`src/rtl/uart_rx_controller_pkg.sv`:
```
// Shared types and constants for the UART receive controller:
// FSM encoding, receiver status codes and the error-edge detector.
package uart_rx_controller_pkg;

    typedef enum logic {
        IDLE = 1'b0,
        ACK  = 1'b1
    } rx_state_t;

    localparam logic [3:0] ERR_NONE   = 4'd0;
    localparam logic [3:0] ERR_PARITY = 4'd1;
    localparam logic [3:0] ERR_FRAME  = 4'd2;

    typedef struct packed {
        logic parity;
        logic frame;
    } err_event_t;

    // A status code counts once on entry; a parity fault that escalates to a
    // stop-bit fault within the same frame counts in both counters.
    function automatic err_event_t detect_err_event(input logic [3:0] prev,
                                                    input logic [3:0] cur);
        err_event_t evt;
        evt.parity = (prev == ERR_NONE) && (cur == ERR_PARITY);
        evt.frame  = (prev != ERR_FRAME) && (cur == ERR_FRAME);
        return evt;
    endfunction

endpackage

```
`src/rtl/uart_rx_controller_fifo.sv`:
```
// Synchronous byte FIFO with combinational head; pointers wrap mod DEPTH.
module uart_byte_fifo #(
    parameter int unsigned DEPTH = 8
) (
    input  logic                     clk,
    input  logic                     rst,
    input  logic                     push,
    input  logic [7:0]               push_data,
    input  logic                     pop,
    output logic [7:0]               pop_data,
    output logic                     full,
    output logic                     empty,
    output logic [$clog2(DEPTH):0]   count
);

    localparam int unsigned PTR_W   = $clog2(DEPTH);
    localparam int unsigned COUNT_W = PTR_W + 1;
    localparam logic [COUNT_W-1:0] FULL_COUNT = COUNT_W'(DEPTH);

    logic [7:0]       mem [DEPTH];
    logic [PTR_W-1:0] wr_ptr;
    logic [PTR_W-1:0] rd_ptr;
    logic             do_push;
    logic             do_pop;

    assign full     = (count == FULL_COUNT);
    assign empty    = (count == '0);
    assign do_push  = push && !full;
    assign do_pop   = pop && !empty;
    assign pop_data = mem[rd_ptr];

    always_ff @(posedge clk) begin
        if (do_push) begin
            mem[wr_ptr] <= push_data;
        end
    end

    always_ff @(posedge clk) begin
        if (rst) begin
            wr_ptr <= '0;
            rd_ptr <= '0;
            count  <= '0;
        end else begin
            if (do_push) begin
                wr_ptr <= wr_ptr + PTR_W'(1);
            end
            if (do_pop) begin
                rd_ptr <= rd_ptr + PTR_W'(1);
            end
            case ({do_push, do_pop})
                2'b10:   count <= count + COUNT_W'(1);
                2'b01:   count <= count - COUNT_W'(1);
                default: count <= count;
            endcase
        end
    end

endmodule

```
`src/rtl/uart_rx_controller.sv`:
```
// UART receive sequencer: acknowledges completed bytes, buffers them in a FIFO
// for a valid/ready consumer and keeps saturating error/overrun statistics.
module uart_rx_controller
    import uart_rx_controller_pkg::*;
#(
    parameter int unsigned DEPTH        = 8,
    parameter int unsigned CNT_W        = 8,
    parameter bit          DROP_ON_FULL = 1'b1
) (
    input  logic                     clk,
    input  logic                     rst,
    input  logic [7:0]               rx_data,
    input  logic                     rx_sent,
    input  logic [3:0]               rx_error,
    output logic                     rx_ack,
    output logic [7:0]               out_data,
    output logic                     out_valid,
    input  logic                     out_ready,
    output logic [$clog2(DEPTH):0]   fifo_count,
    output logic [CNT_W-1:0]         parity_err_cnt,
    output logic [CNT_W-1:0]         frame_err_cnt,
    output logic [CNT_W-1:0]         overrun_cnt
);

    rx_state_t  state;
    rx_state_t  next_state;
    logic       fifo_push;
    logic       fifo_pop;
    logic       fifo_full;
    logic       fifo_empty;
    logic       drop_byte;
    logic [3:0] prev_err;
    err_event_t err_evt;

    uart_byte_fifo #(
        .DEPTH (DEPTH)
    ) u_fifo (
        .clk       (clk),
        .rst       (rst),
        .push      (fifo_push),
        .push_data (rx_data),
        .pop       (fifo_pop),
        .pop_data  (out_data),
        .full      (fifo_full),
        .empty     (fifo_empty),
        .count     (fifo_count)
    );

    always_ff @(posedge clk) begin
        if (rst) begin
            state <= IDLE;
        end else begin
            state <= next_state;
        end
    end

    // With DROP_ON_FULL=0 a full FIFO keeps the FSM in IDLE, retrying every cycle.
    always_comb begin
        next_state = state;
        case (state)
            IDLE: if (rx_sent && (!fifo_full || DROP_ON_FULL)) next_state = ACK;
            ACK:  if (!rx_sent) next_state = IDLE;
            default: next_state = IDLE;
        endcase
    end

    always_comb begin
        rx_ack    = (state == ACK);
        fifo_push = (state == IDLE) && rx_sent && !fifo_full;
        drop_byte = (state == IDLE) && rx_sent && fifo_full && DROP_ON_FULL;
    end

    assign out_valid = !fifo_empty;
    assign fifo_pop  = out_valid && out_ready;
    assign err_evt   = detect_err_event(prev_err, rx_error);

    always_ff @(posedge clk) begin
        if (rst) begin
            prev_err       <= ERR_NONE;
            parity_err_cnt <= '0;
            frame_err_cnt  <= '0;
            overrun_cnt    <= '0;
        end else begin
            prev_err <= rx_error;
            if (err_evt.parity && !(&parity_err_cnt)) begin
                parity_err_cnt <= parity_err_cnt + CNT_W'(1);
            end
            if (err_evt.frame && !(&frame_err_cnt)) begin
                frame_err_cnt <= frame_err_cnt + CNT_W'(1);
            end
            if (drop_byte && !(&overrun_cnt)) begin
                overrun_cnt <= overrun_cnt + CNT_W'(1);
            end
        end
    end

endmodule
```
`config.mk`:
```
export PLATFORM = sky130hd
export DESIGN_NAME = uart_rx_controller
export DESIGN_NICKNAME = d
export VERILOG_FILES = /design/src/rtl/uart_rx_controller_pkg.sv /design/src/rtl/uart_rx_controller_fifo.sv /design/src/rtl/uart_rx_controller.sv
export SDC_FILE = /design/constraint.sdc
export NUM_CORES = 1
export LEC_CHECK = 0
export CAP_MARGIN = 15
export CORE_UTILIZATION = 48
export DETAILED_ROUTE_END_ITERATION = 6
export PLACE_DENSITY_LB_ADDON = 0.2
export SLEW_MARGIN = 20
export SYNTH_ARGS = -nofsm -noshare
export SYNTH_HDL_FRONTEND = slang
export SYNTH_SLANG_ARGS = --single-unit
```
`constraint.sdc`:
```
create_clock -name clk -period 7.05 [get_ports clk]
set_clock_uncertainty 0.2 [all_clocks]
set_input_delay 0.705 -clock clk [delete_from_list [all_inputs] [get_ports clk]]
set_output_delay 0.705 -clock clk [all_outputs]
set_load 0.01 [all_outputs]
```
# Word-level counts from Yosys, hierarchy flattened
# Memories as Yosys holds them, arrays and structs flattened. A register that Yosys moved wholly into a read port is not among the register bits.
# Index checks and enable logic that the tools add are counted.
word_totals:
  regBits: 39
  ram_bits: 64
  input_bits: 16
  out_inout_bits: 38
  wordCells: 51
  mem_count: 1
op_classes:
  n_addsub: 7
  eq_ne: 6
  n_mux: 6
  n_bitwise: 1
  n_reduce_logical: 22
memory_table:
  columns: ["memory", "words", "width", "read_ports", "rd_ports_with_merged_regs", "wr", "line", "source"]
  rows:
  - ["u_fifo.mem", 8, 8, 1, 1, 1, "uart_rx_controller_fifo.sv:20", "logic [7:0] mem [DEPTH];"]
ops:
  columns: ["operator", "n"]
  rows:
  - ["adder 8 x 1 -> 8 bit (second input constant)", 3]
  - ["AND reduction 8 bit", 3]
  - ["logical AND 1 bit", 11]
  - ["logical NOT 4 bit", 2]
  - ["case mux 4 bit (2 select lines)", 1]
  - ["adder 3 x 1 -> 3 bit (second input constant)", 2]
  - ["two-way mux 3 bit", 2]
  - ["logical NOT 1 bit", 5]
  - ["adder 4 x 1 -> 4 bit (second input constant)", 1]
  - ["== test 4 x 1 -> 1 bit (second input constant)", 1]
  - ["== test 4 x 2 -> 1 bit (second input constant)", 1]
  - ["== test 4 bit (second input constant)", 1]
  - ["inequality test 4 x 2 -> 1 bit (second input constant)", 1]
  - ["subtractor 4 x 1 -> 4 bit (second input constant)", 1]
  - ["two-way mux 1 bit", 3]
  - ["== test 2 x 1 -> 1 bit (second input constant)", 1]
  - ["== test 2 bit (second input constant)", 1]
  - ["nonzero test 2 bit", 1]
  - ["inverter 1 bit", 1]

# Logic depth before layout (Yosys ltp)
logic_depth:
  word_depth: 6
  mapped_depth: 11
  ltp_nobuf: 10

# By module
# Synthesis repeated with hierarchy kept, for this count alone.
unflattened:
  cells_unflattened: 321
  area_unflattened_um2: 4478.0
by_module_without_submodules:
  columns: ["module", "instances", "cells_each", "area_per_inst_um2", "seq_area_each_um2"]
  rows:
  - ["uart_byte_fifo", 1, 167, 3126.7, 2182.1]
  - ["uart_rx_controller", 1, 154, 1351.3, 580.6]

# Worst setup path after synthesis
# Ideal clock, no wire load.
synth_timing:
  kind: "register to register"
  startpoint: "reg u_fifo.count[1]"
  endpoint: "reg u_fifo.count[3]"
  setup_ns: 0.121
  t_arrival_ns: 2.483
  required_time_ns: 6.729
  setup_slack_ns: 4.246
  path_stages_with_launch: 11
  n_path_buf: 2
  period_less_slack_ns: 2.804
  path_cell_list: "dfxtp_1 > buf_6 > or4_1 > nand2_1 > inv_1 > ha_1 > clkbuf_1 > nor4b_1 > o21ai_0 > o31ai_1 > mux2_2"
synth_between:
  elab_chain_len: 6
  word_cells_on_any_way: 14
  cone_classes: "add/sub (2); eq/ne (3); mux (1); reduce/logical (8)"
synth_lines:
  columns: ["element", "line", "source"]
  rows:
  - ["start: declaration", "uart_rx_controller_fifo.sv:13", "output logic [$clog2(DEPTH):0] count"]
  - ["start signal: assignment", "uart_rx_controller_fifo.sv:51", "2'b10: count <= count + COUNT_W'(1);"]
  - ["start signal: assignment", "uart_rx_controller_fifo.sv:52", "2'b01: count <= count - COUNT_W'(1);"]
  - ["start signal: assignment", "uart_rx_controller_fifo.sv:53", "default: count <= count;"]
  - ["logical NOT 4 bit *", "uart_rx_controller_fifo.sv:27", "assign empty = (count == '0);"]
  - ["logical NOT 1 bit *", "uart_rx_controller.sv:73", "assign out_valid = !fifo_empty;"]
  - ["named net out_valid", "uart_rx_controller.sv:17", "output logic out_valid,"]
  - ["logical AND 1 bit", "uart_rx_controller.sv:74", "assign fifo_pop = out_valid && out_ready;"]
  - ["logical AND 1 bit *", "uart_rx_controller_fifo.sv:29", "assign do_pop = pop && !empty;"]
  - ["named net u_fifo.do_pop", "uart_rx_controller_fifo.sv:24", "logic do_pop;"]
  - ["== test 2 x 1 -> 1 bit / == test 2 bit (equally long branches)", "uart_rx_controller_fifo.sv:50", "case ({do_push, do_pop})"]
  - ["case mux 4 bit (2 select lines) / nonzero test 2 bit (equally long branches)", null, null]
# Mark *: on every way through the listed nets, which the timed path passes. The rest lies on a longest branch.
# A chain may end at the register's enable or synchronous reset.

==> impl_metrics.csv <==
group,metric,value,unit
status,status,"finished with violations",
status,violations,"DRC",
clock_tree,clkLatencyLatePin,0.36,ns
power_and_ir_drop,p_per_area,266.5,mW/mm^2
timing,finalMaxSlewViolations,0,
synth,synth_ff_type,"edfxtp_1",
timing,hold_viol_final,0,
global_route,antenna_found_initial,0,
floorplan,initial_core_util,49.86,%
placed_design,place_inst,464,
power_and_ir_drop,peakVddDrop,116.3,uV
clock_tree,clkTransAtPathRegs,0.10,ns
worst_hold_path,hold_path.class,"flop to flop",
placed_design,dp_hpwl,4991,um
synth,netlist_area,0.004390,mm^2
floorplan,die_w,97.64,um
clock_tree,root_buffer,"clkbuf_8",
clock_tree,numCtsBuffers,9,
clock_tree,htree_levels,3,
synth,syn-num-nets,336,
routing,drtIter0Drc,105,
clock_tree,cts.sinks,106,
critical_path,cp_num_buf_inv,1,
routing,drcViolationCount,4,
timing,clock.fmax,302.0,MHz
synth,synth_edf_count,64,
clock_tree,cts_setup_buffers,0,
critical_path,cp_max_fo,16,
timing,slew_headroom,41.02,%
global_route,grt_usage,17.60,%
timing,grt_setup_unrepaired,"false",
critical_path,required,6.14,ns
synth,synth.avg_cell_area,14.07,um^2
routing,routed_wl,7801,um
layout,area_growth,18.98,%
layout,antenna_cells,0,
global_route,gr-total-overflow,0,
power_and_ir_drop,power_leakage,1.720,nW
critical_path,critical_path_class,"flop to output pin",
critical_path,reg2regPathDepth,10,
floorplan,die-area,0.009534,mm^2
floorplan,rows,34,
routing,num_vias,2676,
worst_hold_path,holdPathStages,2,
layout,n_fill_cell,725,
routing,vias_per_cell,5.575,
critical_path,crit_arrival,2.41,ns
routing,firstDrtPassIters,6,
clock_tree,clockBufferDepth,2,
global_route,first_global_vias,2598,
critical_path,cp-start-kind,"flop",
timing,whs,0.2978,ns
synth,synth_cells,312,
timing,setup_viol,0,
critical_path,critical-path-slowest-cell,"dfxtp_1",
critical_path,path_cells,"mux4_2 -> mux2_2 -> clkdlybuf4s50_1",
clock_tree,hold_buffers,0,
synth,ys_seq_area_share,62.92,%
floorplan,core_area,0.008806,mm^2
synth,yosysWarnings,0,
timing,fin_crit,3.311,ns
synth,yosys_register_bits,106,
timing,setup_slack,3.739,ns
routing,postRouteAntennaNets,0,
timing,setup_tns,0,ns
floorplan,num_io_pins,54,
critical_path,crit_cells,3,
critical_path,max_stage_delay,0.86,ns
routing,wl_per_cell,16.25,um
synth,async_flop_share,0,%
synth,ys_types,41,
placed_design,placed_area,0.005026,mm^2
timing,finalCritPeriodShare,46.97,%
layout,stdcell_area,0.005224,mm^2
layout,stdcell_count,480,
clock_tree,cts_resized,0,
placed_design,port_buffers,53,
layout,drive_above_1_share,12.90,%
global_route,grt_pass1_wl,12790,um
placed_design,place_congestion,0.7878,
critical_path,cp-end-kind,"output pin",
global_route,grt_max_degree,42,
timing,worstMarginPinSlew,0.8814,ns
clock_tree,cts_tree,"built",
floorplan,die_h,97.64,um
layout,fin_nets,391,
critical_path,crit_family,"flip-flops",
job,cap_viol_max_count,0,
placed_design,pre_cts_ws,3.685,ns
metrics by stage:
step / utilization (%) / total power [mW]
6_report: 59.32 / 1.392
3_3_place_gp: 57.08 / 1.032
3_5_place_dp: 57.08 / 1.040
5_1_grt: 59.32 / 1.464
4_1_cts: 59.32 / 1.412
2_1_floorplan: - / 0.9264
flip-flops by register name, summed over array words and instances (netlist names), named ones only:
name            cells
rx_ack              1
u_fifo.count        4
frame_err_cnt       8
u_fifo.mem         64
prev_err            4
parity_err_cnt      8
u_fifo.wr_ptr       3
u_fifo.rd_ptr       3
overrun_cnt         8
worst min-delay path: stages (launching register included):
cell and delay (ns):
dfxtp_1 0.34, nand2_1 0.06, a21oi_1 0.06
routing by layer:
metal	vias to the layer above	part of all wire (%)	track usage (%)
met5	-	0	0
met4	0	1.2	7.692
met3	7	3.7	3.957
met2	52	51	29.30
met1	1303	44	22.05
li1	1314	-	-
synth_stat cells (2+ instances only):
cell	count	share of area (%)
or3_1	6	0.86
nor2b_1	7	1.0
nor4b_2	2	0.68
xor2_1	11	2.2
o21ai_0	9	1.0
or4_1	9	1.5
buf_2	3	0.34
edfxtp_1	64	44
nor3_1	2	0.23
clkbuf_1	7	0.60
nor2_1	23	2.0
buf_1	2	0.17
o2111ai_1	4	0.80
and2b_1	2	0.34
mux2_2	9	2.3
nand4_1	5	0.71
and3_1	2	0.28
nand2b_1	4	0.57
o31ai_1	8	1.4
nand2_1	15	1.3
a21oi_1	19	2.2
inv_1	3	0.26
and4_1	2	0.40
mux4_2	16	8.2
dfxtp_1	42	19
nand3_1	10	1.1
ha_1	8	2.3
mux2i_1	5	1.1
cell type report:
| cell class | count | area (um^2) | share of cell area, % |
|---|---|---|---|
| Clock inverter | 7 | 73.82 | 1.413 |
| Timing Repair Buffer | 57 | 560.5 | 10.73 |
| Tap cell | 108 | 135.1 | 2.587 |
| Inverter | 3 | 11.26 | 0.2156 |
| Sequential cell | 106 | 2763 | 52.89 |
| Clock buffer | 9 | 123.9 | 2.371 |
| Multi-Input combinational cell | 190 | 1556 | 29.80 |
final timing paths:
kind                     from          endpoint  slack [ns]
min reg2reg  u_fifo.wr_ptr[0]  u_fifo.wr_ptr[0]        0.30
max                      flop       out_data[2]        3.74
max reg2reg   u_fifo.count[0]   u_fifo.count[2]        4.18
min          u_fifo.wr_ptr[0]  u_fifo.wr_ptr[0]        0.30
layout by cell type, fill, tap and decap left out, types with 6 or more instances in the layout:
master and n:
a21oi_1 19, clkbuf_8 9, clkdlybuf4s50_1 53, dfxtp_1 42, edfxtp_1 64, ha_1 8
mux2_2 9, mux4_2 16, nand2_1 15, nand3_1 10, nor2_1 23, nor2b_1 7
o21ai_0 9, o31ai_1 8, or3_1 6, or4_1 9, xor2_1 11
cell families after synthesis:
kind of cell,after synthesis,share of synthesized area [%]
mux,30,11.66
fa+ha+maj,8,2.280
simple gates,97,12.91
compound gates,43,6.213
xor+xnor,12,2.394
buf+inv,16,1.624
flops,106,62.92
where the power goes:
| group | switching (mW) | internal [mW] | leakage (nW) | total (mW) |
|---|---|---|---|---|
| registers | 0.0332 | 0.686 | 0.921 | 0.719 |
| clock network | 0.205 | 0.167 | 0.0972 | 0.372 |
| logic | 0.132 | 0.170 | 0.702 | 0.301 |
| total | 0.370 | 1.02 | 1.72 | 1.39 |
(Power assumes the default switching activity.)
